==> src/rtl/rr_arbiter_16.sv <==
// rr_arbiter_16: 16-requester round-robin arbiter with a registered one-hot grant held until release.
// Optional forced revoke after MAX_HOLD cycles is built only when ARB_TIMEOUT_EN is defined.
module rr_arbiter_16 #(
    parameter int MAX_HOLD = 255
) (
    input  logic        clk,
    input  logic        rst_n,
    input  logic [15:0] req_i,
    input  logic        release_i,
    output logic [15:0] gnt_o,
    output logic        gnt_valid_o,
    output logic        timeout_o
);
    typedef enum logic {IDLE, GRANT} state_t;

    if (MAX_HOLD < 1) begin : g_bad_hold
        $error("rr_arbiter_16: MAX_HOLD must be >= 1");
    end

    state_t      state_q, state_d;
    logic [15:0] gnt_q, gnt_d;
    logic [3:0]  ptr_q, ptr_d;
    logic [3:0]  owner_q, owner_d;
    logic        timeout_q, timeout_d;
    logic [31:0] req_rot;
    logic [3:0]  offset;
    logic [3:0]  winner;
    logic        expire;
    logic        owner_done;

`ifdef ARB_TIMEOUT_EN
    localparam int CW = $clog2(MAX_HOLD + 1);
    logic [CW-1:0] hold_q, hold_d;

    assign expire = hold_q == CW'(MAX_HOLD - 1);

    always_ff @(posedge clk or negedge rst_n) begin
        if (!rst_n) hold_q <= '0;
        else        hold_q <= hold_d;
    end

    always_comb begin
        hold_d = hold_q;
        if (state_q == IDLE) hold_d = '0;
        else if (!owner_done) hold_d = hold_q + 1'b1;
    end
`else
    assign expire = 1'b0;
`endif

    // Rotating by ptr makes the lowest set bit of req_rot the next winner in round-robin order.
    always_comb begin
        req_rot = {req_i, req_i} >> ptr_q;
        offset  = 4'd0;
        for (int i = 15; i >= 0; i--)
            if (req_rot[i]) offset = 4'(i);
        winner = ptr_q + offset;
    end

    assign owner_done = release_i || !req_i[owner_q] || expire;

    always_comb begin
        state_d   = state_q;
        gnt_d     = gnt_q;
        ptr_d     = ptr_q;
        owner_d   = owner_q;
        timeout_d = 1'b0;
        if (state_q == IDLE) begin
            if (|req_i) begin
                state_d = GRANT;
                owner_d = winner;
                gnt_d   = 16'd1 << winner;
            end
        end else if (owner_done) begin
            state_d   = IDLE;
            gnt_d     = 16'd0;
            ptr_d     = owner_q + 4'd1;
            timeout_d = expire && !release_i && req_i[owner_q];
        end
    end

    always_ff @(posedge clk or negedge rst_n) begin
        if (!rst_n) begin
            state_q   <= IDLE;
            gnt_q     <= 16'd0;
            ptr_q     <= 4'd0;
            owner_q   <= 4'd0;
            timeout_q <= 1'b0;
        end else begin
            state_q   <= state_d;
            gnt_q     <= gnt_d;
            ptr_q     <= ptr_d;
            owner_q   <= owner_d;
            timeout_q <= timeout_d;
        end
    end

    assign gnt_o       = gnt_q;
    assign gnt_valid_o = |gnt_q;
    assign timeout_o   = timeout_q;
endmodule

==> config.mk <==
export PLATFORM = sky130hd
export DESIGN_NAME = rr_arbiter_16
export DESIGN_NICKNAME = d
export VERILOG_FILES = /design/src/rtl/rr_arbiter_16.sv
export SDC_FILE = /design/constraint.sdc
export NUM_CORES = 1
export LEC_CHECK = 0
export ABC_AREA = 1
export BUFFER_PORTS_ARGS = -buffer_cell sky130_fd_sc_hd__clkbuf_2
export CORE_MARGIN = 10
export CORE_UTILIZATION = 50
export DETAILED_ROUTE_END_ITERATION = 10
export PLACE_DENSITY = 0.72
export SYNTH_ARGS = -nofsm -noshare
export SYNTH_HDL_FRONTEND = slang
export SYNTH_SLANG_ARGS = --single-unit
export TNS_END_PERCENT = 5
==> constraint.sdc <==
create_clock -name clk -period 6.8 [get_ports clk]
set_input_delay 1.36 -clock clk [delete_from_list [all_inputs] [get_ports clk]]
set_output_delay 1.36 -clock clk [all_outputs]
set_load 0.05 [all_outputs]
==> results.json <==
{
  "nNetsFinal": 412,
  "netlist.area_leader.share_pct": 26.2,
  "crit_start": "req_i[3]",
  "drtIter0Drc": 234,
  "grtUsageMet1_pct": 23.2,
  "clk_path_buf_depth": 2,
  "grt-ovfl-total": 0,
  "cts_resized": 0,
  "drt-pass1-iter-count": 5,
  "yosysTopAreaCell": "dfrtp_1",
  "fin_skew_ns": 0.00396,
  "yosysMostFrequentCell": "nand2_1",
  "grt-busiest-layer": "met2",
  "avgSynthCellArea_um2": 6.57,
  "yosys_register_bits": 25,
  "outcome": "complete, no violations",
  "whs_ns": 0.522,
  "dpl.cell_count": 437,
  "grt_max_degree": 26,
  "cts_setup_buffers": 0,
  "drc": 0,
  "htree_levels": 1,
  "final_cell_count_no_fill": 441,
  "drive_gt1_share_pct": 16.8,
  "path_max_fanout": 5,
  "cp-end-kind": "flop",
  "core_area_um2": 4690,
  "maxSlewHeadroom_pct": 55.6,
  "hp-class": "flop to flop",
  "yosysWarningCount": 0,
  "grt_pass1_wl_um": 11000,
  "crit_slowest_cell": "fa_1",
  "postSynth.asyncResetShare_pct": 100,
  "max_slew.worst_pin.slew_ns": 0.666,
  "path_delay_family": "simple AND/OR/NAND/NOR gates",
  "met2_usage_pct": 26.6,
  "finalWirelength_um": 6300,
  "period_needed_ns": 4.41,
  "worstSetupPathType": "input pin to flop",
  "worst-r2r-cell-count": 26,
  "fp.dieW_um": 89.2,
  "clk_latency_ns": 0.26,
  "antenna_found_initial": 0,
  "cp-start-kind": "input pin",
  "crit_path_frequent_cell": "nand2_1",
  "dpl.hpwl_um": 5070,
  "crit_required_ns": 7.00,
  "path_clk_slew_ns": 0.08,
  "grt_use_total_pct": 16.7,
  "finalSetupTns_ns": 0,
  "die_h_um": 89.2,
  "io_pins": 37,
  "finalMaxSlewViolations": 0,
  "netlist_area_um2": 2390,
  "critPathMaxStageDelay_ns": 0.37,
  "yosysSeqAreaShare_pct": 26.2,
  "hold_end": "gnt_o[1]$_DFFE_PN0P_",
  "fmax_mhz": 227,
  "num_rows": 25,
  "grt_use_met3_pct": 3.10,
  "grt_pass1_vias": 2362,
  "rrSetupSlack_ns": 2.63,
  "reg2reg_from": "ptr_q[2]$_DFFE_PN0P_",
  "wl_per_cell_um": 14.3,
  "cap_violations": 0,
  "viasPerCell": 5.79,
  "cts_hold_buf": 0,
  "start_util_pct": 51.0,
  "cts_tree": "done",
  "rsz0062_at_grt": "no",
  "synth.distinct_cells": 36,
  "synth_edf_count": 0,
  "r2r-end": "gnt_o[6]$_DFFE_PN0P_",
  "fp.dieArea_um2": 7950,
  "synthTopCellsByCount": "106 x nand2_1, 76 x nand3_1, 26 x inv_1",
  "period_share_pct": 64.8,
  "hp-start": "gnt_o[1]$_DFFE_PN0P_",
  "antenna_cells": 0,
  "hold_depth": 2,
  "hold_violations": 0,
  "area_growth_pct": 7.48,
  "ys.flop_type": "dfrtp_1",
  "synth_nets": 388,
  "synth_area_leaders": "dfrtp_1 26%, nand2_1 17%, nand3_1 16%",
  "cts_made_buffers": 3,
  "num_vias": 2552,
  "synthCells": 364,
  "clock-sinks": 25,
  "cts_root_buffer": "clkbuf_8",
  "place_congestion": 0.894,
  "port_buffers": 35,
  "setup_viol": 0,
  "path_buf_inv": 5,
  "critPathArrivalTime_ns": 4.61,
  "ant_nets": 0
}
-- cell usage in the layout, fill, tap and decap left out, drive strengths merged --
cell type  netlist  final
o21ai           28     28
a31oi            1      1
ha               4      4
xnor2            2      2
a21o             1      1
fa               1      1
nand2          118    118
inv             29     29
or2              1      1
dfrtp           25     25
o221ai           4      4
nand4            2      2
nor4            14     14
o21bai           1      1
nor2            16     16
and2             2      2
clkbuf           0     38
mux2i            2      2
a21oi            5      5
nor3             1      1
conb             1      1
clkinv           0      1
nand3           81     81
a22o             7      7
xor2             2      2
-- flip-flops by register name, summed over array words and instances, names as in the netlist --
| register | cells |
|---|---|
| owner_q | 4 |
| state_q | 1 |
| ptr_q | 4 |
| gnt_o | 16 |
-- worst min-delay path, cell delays in order (launching register included) --
cell     delay [ns]
dfrtp_1        0.38
nand2_1        0.06
nand2_1        0.05
-- logic make-up (layout without fill, tap and decap cells) --
family,Yosys count,after routing,share of synthesized area [%]
xor gates and xnor gates,4,4,1.46
AOI/OAI and AO/OA,47,47,12.0
adders and majority gates,5,5,2.93
muxes,2,2,0.837
other,1,1,0.157
and+or+nand+nor,235,235,47.1
buffers and inverters,45,68,9.36
DFF,25,25,26.2
-- how the worst max path moves through the flow --
| stage | end | cells after the start |
|---|---|---|
| floorplan | gnt_o[6]$_DFFE_PN0P_ | 29 |
| global placement | gnt_o[6]$_DFFE_PN0P_ | 30 |
| detailed placement | gnt_o[6]$_DFFE_PN0P_ | 30 |
| CTS | gnt_o[6]$_DFFE_PN0P_ | 30 |
| global route | gnt_o[6]$_DFFE_PN0P_ | 30 |
| finish | gnt_o[6]$_DFFE_PN0P_ | 30 |
-- layer usage --
| metal | up-vias | share of wire [%] |
|---|---|---|
| met1 | 1178 | 48 |
| met2 | 79 | 47 |
| li1 | 1291 | - |
| met4 | 0 | 0.56 |
| met5 | - | 0 |
| met3 | 4 | 4.7 |
-- final cells by class --
cell class	instances	area (um2)
clock buffers	3	41.3
inverters	29	114
multi-input cells	294	1540
fillers	491	2120
repair buffers	35	175
clock inverters	1	5.00
well taps	54	67.6
flip-flops and latches	25	626
-- metrics by stage --
stage	worst slack (ns)	area, um2	utilization [%]
after floorplan	2.80	2390	-
after global placement	2.15	2520	53.8
after detailed placement	2.16	2520	53.8
after CTS	2.42	2570	54.8
after global routing	1.84	2570	54.8
final	2.39	2570	54.8
Power is not shown: default switching activity piles up to over one toggle a cycle in this logic, so the estimate is an artifact.
